### config.mk
export PLATFORM = sky130hd
export DESIGN_NAME = mode_switch_ctrl
export DESIGN_NICKNAME = d
export VERILOG_FILES = /design/src/rtl/i3c_pkg.sv /design/src/rtl/mode_switch_ctrl.sv
export SDC_FILE = /design/constraint.sdc
export NUM_CORES = 1
export LEC_CHECK = 0
export ABC_AREA = 0
export ABC_CLOCK_PERIOD_IN_PS = 4450
export BUFFER_PORTS_ARGS = -buffer_cell sky130_fd_sc_hd__buf_4
export CORE_ASPECT_RATIO = 0.75
export CORE_MARGIN = 2
export CORE_UTILIZATION = 35
export DETAILED_ROUTE_END_ITERATION = 8
export GPL_ROUTABILITY_DRIVEN = 0
export GPL_TIMING_DRIVEN = 0
export SLEW_MARGIN = 25
export SYNTH_ARGS = -nofsm -noshare
export SYNTH_HDL_FRONTEND = slang
export SYNTH_SLANG_ARGS = --single-unit
export TNS_END_PERCENT = 1
### constraint.sdc
create_clock -name clk_i -period 4.45 [get_ports clk_i]
set_input_delay 0.445 -clock clk_i [delete_from_list [all_inputs] [get_ports clk_i]]
set_output_delay 0.445 -clock clk_i [all_outputs]
set_load 0.005 [all_outputs]
### src/rtl/i3c_pkg.sv
`default_nettype none
// ============================================================================
// Module   : i3c_pkg
// Brief    : Shared I3C controller types (PHY mode encoding).
// Revision : 1.0
// ============================================================================
package i3c_pkg;

  typedef enum logic [1:0] {
    I2C_CTRL = 2'd0,
    I3C_CTRL = 2'd1,
    I2C_TGT  = 2'd2,
    I3C_TGT  = 2'd3
  } phy_mode_e;

  localparam phy_mode_e c_phy_mode_rst = I3C_TGT;

endpackage
`default_nettype wire

### src/rtl/mode_switch_ctrl.sv
`default_nettype none
// ============================================================================
// Module   : mode_switch_ctrl
// Brief    : Sequences PHY mux changes: drain bus, quiesce PHY, switch, settle.
// Revision : 1.0
// ============================================================================
module mode_switch_ctrl
  import i3c_pkg::*;
#(
  parameter int unsigned SettleCycles   = 8,
  parameter int unsigned QuiesceTimeout = 1023
) (
  input  logic       clk_i,
  input  logic       rst_ni,
  input  logic       bus_enable_i,
  input  logic       abort_i,
  input  logic [1:0] mode_req_i,
  input  logic       bus_idle_i,
  input  logic       quiesce_ack_i,
  output logic [1:0] phy_mux_select_o,
  output logic       phy_enable_o,
  output logic       quiesce_req_o,
  output logic       switching_o,
  output logic       timeout_err_o
);

  localparam int unsigned c_cnt_max = (SettleCycles > QuiesceTimeout) ? SettleCycles : QuiesceTimeout;
  localparam int unsigned c_cnt_w   = (c_cnt_max < 1) ? 1 : $clog2(c_cnt_max + 1);

  localparam logic [c_cnt_w-1:0] c_settle_load  = c_cnt_w'(SettleCycles);
  localparam logic [c_cnt_w-1:0] c_quiesce_load = c_cnt_w'(QuiesceTimeout);
  localparam logic [c_cnt_w-1:0] c_cnt_zero     = '0;
  localparam logic [c_cnt_w-1:0] c_cnt_one      = c_cnt_w'(1);

  localparam logic [2:0] c_st_disabled  = 3'd0;
  localparam logic [2:0] c_st_run       = 3'd1;
  localparam logic [2:0] c_st_wait_idle = 3'd2;
  localparam logic [2:0] c_st_quiesce   = 3'd3;
  localparam logic [2:0] c_st_switch    = 3'd4;
  localparam logic [2:0] c_st_settle    = 3'd5;

  logic [2:0]         r_state;
  logic [c_cnt_w-1:0] r_cnt;
  phy_mode_e          r_mux;
  logic               r_phy_enable;
  logic               r_quiesce_req;
  logic               r_switching;
  logic               r_timeout_err;

  logic [2:0]         w_state_nxt;
  logic [c_cnt_w-1:0] w_cnt_nxt;
  phy_mode_e          w_mux_nxt;
  logic               w_timeout;
  logic               w_mode_diff;
  logic               w_cnt_last;

  assign w_mode_diff = (mode_req_i != r_mux);
  // The cycle that takes the counter to zero is the last one spent in the state.
  assign w_cnt_last  = (r_cnt <= c_cnt_one);

  always_comb begin
    w_state_nxt = r_state;
    w_cnt_nxt   = r_cnt;
    w_mux_nxt   = r_mux;
    w_timeout   = 1'b0;
    case (r_state)
      c_st_disabled: begin
        if (bus_enable_i && !abort_i) begin
          w_state_nxt = c_st_settle;
          w_cnt_nxt   = c_settle_load;
          w_mux_nxt   = phy_mode_e'(mode_req_i);
        end
      end
      c_st_settle: begin
        if (!bus_enable_i) begin
          w_state_nxt = c_st_disabled;
        end else if (w_cnt_last) begin
          w_state_nxt = c_st_run;
          w_cnt_nxt   = c_cnt_zero;
        end else begin
          w_cnt_nxt   = r_cnt - c_cnt_one;
        end
      end
      c_st_run: begin
        if (!bus_enable_i || w_mode_diff || abort_i) begin
          w_state_nxt = c_st_wait_idle;
        end
      end
      c_st_wait_idle: begin
        if (abort_i || bus_idle_i) begin
          w_state_nxt = c_st_quiesce;
          w_cnt_nxt   = c_quiesce_load;
        end else if (bus_enable_i && !w_mode_diff) begin
          w_state_nxt = c_st_run;
        end
      end
      c_st_quiesce: begin
        // An ack arriving on the expiry cycle suppresses the timeout.
        if (quiesce_ack_i) begin
          w_state_nxt = c_st_switch;
          w_cnt_nxt   = c_cnt_zero;
        end else if (w_cnt_last) begin
          w_state_nxt = c_st_switch;
          w_cnt_nxt   = c_cnt_zero;
          w_timeout   = 1'b1;
        end else begin
          w_cnt_nxt   = r_cnt - c_cnt_one;
        end
      end
      c_st_switch: begin
        if (bus_enable_i && !abort_i) begin
          w_state_nxt = c_st_settle;
          w_cnt_nxt   = c_settle_load;
          w_mux_nxt   = phy_mode_e'(mode_req_i);
        end else begin
          w_state_nxt = c_st_disabled;
        end
      end
      default: begin
        w_state_nxt = c_st_disabled;
        w_cnt_nxt   = c_cnt_zero;
      end
    endcase
  end

  // Outputs are decoded from the next state so they register alongside it.
  always_ff @(posedge clk_i or negedge rst_ni) begin
    if (!rst_ni) begin
      r_state       <= c_st_disabled;
      r_cnt         <= c_cnt_zero;
      r_mux         <= c_phy_mode_rst;
      r_phy_enable  <= 1'b0;
      r_quiesce_req <= 1'b0;
      r_switching   <= 1'b0;
      r_timeout_err <= 1'b0;
    end else begin
      r_state       <= w_state_nxt;
      r_cnt         <= w_cnt_nxt;
      r_mux         <= w_mux_nxt;
      r_phy_enable  <= (w_state_nxt == c_st_run) || (w_state_nxt == c_st_wait_idle) ||
                       (w_state_nxt == c_st_quiesce);
      r_quiesce_req <= (w_state_nxt == c_st_quiesce);
      r_switching   <= (w_state_nxt != c_st_run) && (w_state_nxt != c_st_disabled);
      r_timeout_err <= w_timeout;
    end
  end

  assign phy_mux_select_o = r_mux;
  assign phy_enable_o     = r_phy_enable;
  assign quiesce_req_o    = r_quiesce_req;
  assign switching_o      = r_switching;
  assign timeout_err_o    = r_timeout_err;

endmodule
`default_nettype wire

==> impl_results.html <==
<table>
<tr><th>Metric</th><th>Value</th></tr>
<tr><th colspan="2">Run status</th></tr>
<tr><td>Result of the run</td><td>completed</td></tr>
<tr><th colspan="2">Critical path</th></tr>
<tr><td>Endpoint of the worst register-to-register path</td><td>phy_enable_o</td></tr>
<tr><td>Highest-delay cell along the critical path</td><td>sky130_fd_sc_hd__dfrtp_1</td></tr>
<tr><td>Number of cells on the worst reg-to-reg path</td><td>7</td></tr>
<tr><td>Slowest Stage Delay on Critical Path</td><td>0.46 ns</td></tr>
<tr><td>Worst setup path end</td><td>phy_enable_o</td></tr>
<tr><td>Data arrival time of the critical path</td><td>2.42 ns</td></tr>
<tr><td>Number of gates on the worst path with buffers counted</td><td>7</td></tr>
<tr><td>Sort of element at the end of the critical path</td><td>register</td></tr>
<tr><td>Endpoint required time on the critical path</td><td>4.58 ns</td></tr>
<tr><td>Top cell family by delay on the critical path</td><td>compound AO/OA/AOI/OAI gates</td></tr>
<tr><td>Worst-path cell chain</td><td>inv_1 &gt; ha_1 &gt; or2_2 &gt; clkbuf_1 &gt; nand3_2 &gt; a221oi_2 &gt; a21oi_1</td></tr>
<tr><td>Worst Path Buf+Inv</td><td>2</td></tr>
<tr><td>Worst Setup Path Type</td><td>register to register</td></tr>
<tr><td>Origin of the worst setup path</td><td>r_cnt[1]</td></tr>
<tr><td>Kind of launch point of the worst setup path</td><td>register</td></tr>
<tr><td>Startpoint of the worst-slack reg-to-reg timing path</td><td>r_cnt[1]</td></tr>
<tr><td>Worst setup slack for register-to-register paths</td><td>2.16 ns</td></tr>
<tr><td>Critical path peak fanout</td><td>8</td></tr>
<tr><th colspan="2">Logic synthesis</th></tr>
<tr><td>Sequential-to-total area share from yosys stat</td><td>36.6%</td></tr>
<tr><td>Synthesis-stage register bit count</td><td>19</td></tr>
<tr><td>Number of synthesized flops with an enable pin</td><td>0</td></tr>
<tr><td>Synth Net Count</td><td>156</td></tr>
<tr><td>Post-synthesis instance area</td><td>1310 um^2</td></tr>
<tr><td>Proportion of netlist area held by the largest area contributor</td><td>32.6%</td></tr>
<tr><td>Number of standard cells after synthesis</td><td>146</td></tr>
<tr><td>Fraction of registers with async set/reset</td><td>100%</td></tr>
<tr><td>Leading register cell type out of synthesis</td><td>sky130_fd_sc_hd__dfrtp_1</td></tr>
<tr><td>Most area-hungry cell type in the Yosys netlist</td><td>sky130_fd_sc_hd__dfrtp_1</td></tr>
<tr><td>Top post-synthesis cells by area</td><td>sky130_fd_sc_hd__dfrtp_1 (33%), sky130_fd_sc_hd__a21oi_1 (5.4%), sky130_fd_sc_hd__o221ai_1 (4.7%)</td></tr>
<tr><td>Synth Area per Inst</td><td>8.95 um^2</td></tr>
<tr><td>Number of library cell types mapped by synthesis</td><td>47</td></tr>
<tr><td>Yosys warning count</td><td>0</td></tr>
<tr><th colspan="2">Clocking</th></tr>
<tr><td>H-tree levels</td><td>1</td></tr>
<tr><td>Clock buffer count from CTS</td><td>3</td></tr>
<tr><td>Clock latency on the worst-skew pair</td><td>0.26 ns</td></tr>
<tr><td>Clk pin slew, worst setup/hold paths</td><td>0.07 ns</td></tr>
<tr><td>CTS hold repair buffers</td><td>0</td></tr>
<tr><td>CTS tree</td><td>yes</td></tr>
<tr><td>Post-CTS setup buffer count</td><td>0</td></tr>
<tr><td>Cts repair resizes</td><td>0</td></tr>
<tr><td>CTS max path bufs</td><td>2</td></tr>
<tr><td>Clock root buffer</td><td>sky130_fd_sc_hd__clkbuf_8</td></tr>
<tr><td>Number of clock sinks seen by CTS</td><td>19</td></tr>
<tr><th colspan="2">Finish</th></tr>
<tr><td>Core utilization of the finished layout</td><td>41.9%</td></tr>
<tr><td>Proportion of layout cells with a drive suffix above 1</td><td>20.2%</td></tr>
<tr><td>Diodes inserted</td><td>0</td></tr>
<tr><td>Count of fill cells added during filler insertion</td><td>370</td></tr>
<tr><td>Most common library cell in the layout ignoring fill and taps</td><td>sky130_fd_sc_hd__dfrtp_1</td></tr>
<tr><td>Layout Nets</td><td>174</td></tr>
<tr><td>Final Instance Count excl. Fillers</td><td>215</td></tr>
<tr><td>Commonest cells after routing, fill and taps aside</td><td>sky130_fd_sc_hd__dfrtp_1 (17), sky130_fd_sc_hd__nand2_1 (14), sky130_fd_sc_hd__a21oi_1 (14)</td></tr>
<tr><td>Area growth from synthesis to layout</td><td>15.9%</td></tr>
<tr><th colspan="2">Power and ir drop</th></tr>
<tr><td>Internal power component</td><td>0.600 mW</td></tr>
<tr><td>Switching share of total power</td><td>47.6%</td></tr>
<tr><td>Total chip power</td><td>1.15 mW</td></tr>
<tr><td>Power dissipated by switching net loads</td><td>0.545 mW</td></tr>
<tr><td>IR drop worst, VDD</td><td>0.213 mV</td></tr>
<tr><td>Power share of the combinational group</td><td>59.0%</td></tr>
<tr><td>Seq pwr share</td><td>30.4%</td></tr>
<tr><td>Leakage power</td><td>0.608 nW</td></tr>
<tr><td>Fraction of power consumed by the clock network</td><td>10.6%</td></tr>
<tr><td>Areal power density over the cells</td><td>756 nW/um^2</td></tr>
<tr><th colspan="2">Floorplan</th></tr>
<tr><td>Die Height</td><td>56.9 um</td></tr>
<tr><td>Row cnt</td><td>19</td></tr>
<tr><td>Total Die Area</td><td>4240 um^2</td></tr>
<tr><td>Core Footprint</td><td>3610 um^2</td></tr>
<tr><td>Die extent in x</td><td>74.5 um</td></tr>
<tr><td>Num ports</td><td>14</td></tr>
<tr><td>Effective utilization at floorplan</td><td>36.1%</td></tr>
<tr><th colspan="2">Drt</th></tr>
<tr><td>Number of routed nets with antenna violations</td><td>0</td></tr>
<tr><td>Via count normalized by instance count</td><td>5.89</td></tr>
<tr><td>Drt pass-1 iters</td><td>4</td></tr>
<tr><td>Post-detailed-route wirelength per cell</td><td>15.9 um</td></tr>
<tr><td>Starting DRT DRC Count</td><td>98</td></tr>
<tr><td>Aggregate routed wire length</td><td>3420 um</td></tr>
<tr><td>Post-route DRC</td><td>0</td></tr>
<tr><td>Total number of vias</td><td>1267</td></tr>
<tr><th colspan="2">Global route</th></tr>
<tr><td>Pin count of the biggest net entering global routing</td><td>20</td></tr>
<tr><td>Global-route wire length before repair</td><td>5780 um</td></tr>
<tr><td>Final global-route overflow total</td><td>0</td></tr>
<tr><td>Number of global-route vias before repair</td><td>1190</td></tr>
<tr><td>Number of antenna violations at the first check in global routing</td><td>0</td></tr>
<tr><td>GR Util All Layers</td><td>17.7%</td></tr>
<tr><th colspan="2">STA</th></tr>
<tr><td>Number of endpoints failing setup at the final stage</td><td>0</td></tr>
<tr><td>Final Critical Period</td><td>2.29 ns</td></tr>
<tr><td>Smallest hold slack</td><td>0.0433 ns</td></tr>
<tr><td>Pins Over Slew Limit</td><td>0</td></tr>
<tr><td>Worst-margin pin slew</td><td>0.685 ns</td></tr>
<tr><td>Setup repair after global routing missed its margin</td><td>false</td></tr>
<tr><td>Hold Fails Final Rpt</td><td>0</td></tr>
<tr><td>Setup Total Neg Slack</td><td>0 ns</td></tr>
<tr><td>Worst max-slew margin expressed relative to the limit</td><td>54.1%</td></tr>
<tr><td>Max Clk Rate</td><td>0.436 GHz</td></tr>
<tr><td>Post-route clock period utilization</td><td>51.5%</td></tr>
<tr><td>Clk_skew</td><td>0.00468 ns</td></tr>
<tr><th colspan="2">Placement</th></tr>
<tr><td>Final HPWL DP</td><td>2470 um</td></tr>
<tr><td>Placed cells</td><td>211</td></tr>
<tr><td>Total of buffers placed on input and output ports</td><td>13</td></tr>
<tr><th colspan="2">Job</th></tr>
<tr><td>Max-cap violations</td><td>0</td></tr>
<tr><th colspan="2">Hold path</th></tr>
<tr><td>Class of the worst hold path</td><td>input port to async pin</td></tr>
</table>
registers in the layout (all words and copies together), names as in the netlist:
register          cells
phy_mux_select_o      2
timeout_err_o         1
r_state               3
quiesce_req_o         1
r_cnt                10
phy_enable_o          1
switching_o           1
Yosys cell counts (2+ instances only):
| master | count |
|---|---|
| sky130_fd_sc_hd__a221o_1 | 3 |
| sky130_fd_sc_hd__inv_1 | 7 |
| sky130_fd_sc_hd__nand2_1 | 14 |
| sky130_fd_sc_hd__buf_2 | 4 |
| sky130_fd_sc_hd__nor2b_1 | 3 |
| sky130_fd_sc_hd__a311oi_1 | 2 |
| sky130_fd_sc_hd__clkbuf_1 | 2 |
| sky130_fd_sc_hd__dfstp_2 | 2 |
| sky130_fd_sc_hd__a21oi_1 | 14 |
| sky130_fd_sc_hd__xnor2_1 | 3 |
| sky130_fd_sc_hd__a31oi_1 | 4 |
| sky130_fd_sc_hd__a41oi_1 | 2 |
| sky130_fd_sc_hd__o211ai_1 | 3 |
| sky130_fd_sc_hd__nor3_1 | 6 |
| sky130_fd_sc_hd__o21ai_0 | 7 |
| sky130_fd_sc_hd__nand2b_1 | 5 |
| sky130_fd_sc_hd__nand3b_1 | 2 |
| sky130_fd_sc_hd__ha_1 | 2 |
| sky130_fd_sc_hd__nand3_1 | 2 |
| sky130_fd_sc_hd__nor2_1 | 6 |
| sky130_fd_sc_hd__dfrtp_1 | 17 |
| sky130_fd_sc_hd__or2_2 | 3 |
| sky130_fd_sc_hd__o221ai_1 | 7 |
| sky130_fd_sc_hd__o311ai_1 | 2 |
| sky130_fd_sc_hd__or4_1 | 2 |
power by group through the flow:
stage,combinational [mW],sequential [mW],clock (mW)
6_report,0.676,0.348,0.121
5_1_grt,0.760,0.360,0.132
4_1_cts,0.666,0.345,0.122
3_5_place_dp,0.662,0.347,0
3_3_place_gp,0.650,0.341,0
2_1_floorplan,0.496,0.324,0
metal layers:
metal	vias up	part of all wire, %	wire length (um)	GRT usage [%]
met5	-	0	0	0
met3	4	6.9	237	3.95
met4	0	0.79	27	5.87
li1	599	-	-	-
met2	54	45	1530	26.2
met1	610	47	1620	25.6
layout make-up:
cell class	instances	area, um^2	share of cell area, %
Tap cell	52	65.1	4.30
Buffer	6	27.5	1.82
Multi-Input combinational cell	114	774	51.2
Sequential cell	19	478	31.6
Timing Repair Buffer	13	97.6	6.45
Clock buffer	4	45.0	2.98
Inverter	7	26.3	1.74
metrics by stage:
stage | worst slack (ns) | instance area [um^2]
floorplan | 2.54 | 1310
global placement | 2.25 | 1470
detailed placement | 2.25 | 1470
CTS | 2.21 | 1510
global route | 1.93 | 1510
finish | 2.16 | 1510
cell families (layout without fill, tap and decap cells):
family / after synthesis / in the layout / share of synthesized area [%]
AOI/OAI and AO/OA: 51 / 51 / 27.8
and+or+nand+nor: 57 / 57 / 26.7
DFF: 19 / 19 / 36.6
buffers and inverters: 13 / 30 / 4.12
xor gates and xnor gates: 3 / 3 / 2.01
muxes: 1 / 1 / 0.862
adders and majority gates: 2 / 2 / 1.92
worst min path at each step:
stage,from,endpoint,slack (ns),cells past startpoint
CTS,rst_ni,r_cnt[8],0.05,1
global placement,rst_ni,r_cnt[7],0.33,1
global route,rst_ni,r_cnt[8],0.06,1
floorplan,rst_ni,phy_enable_o,0.15,0
detailed placement,rst_ni,r_cnt[7],0.34,1
finish,rst_ni,r_cnt[8],0.04,1
Note: power is estimated with default switching activity, not from simulation.
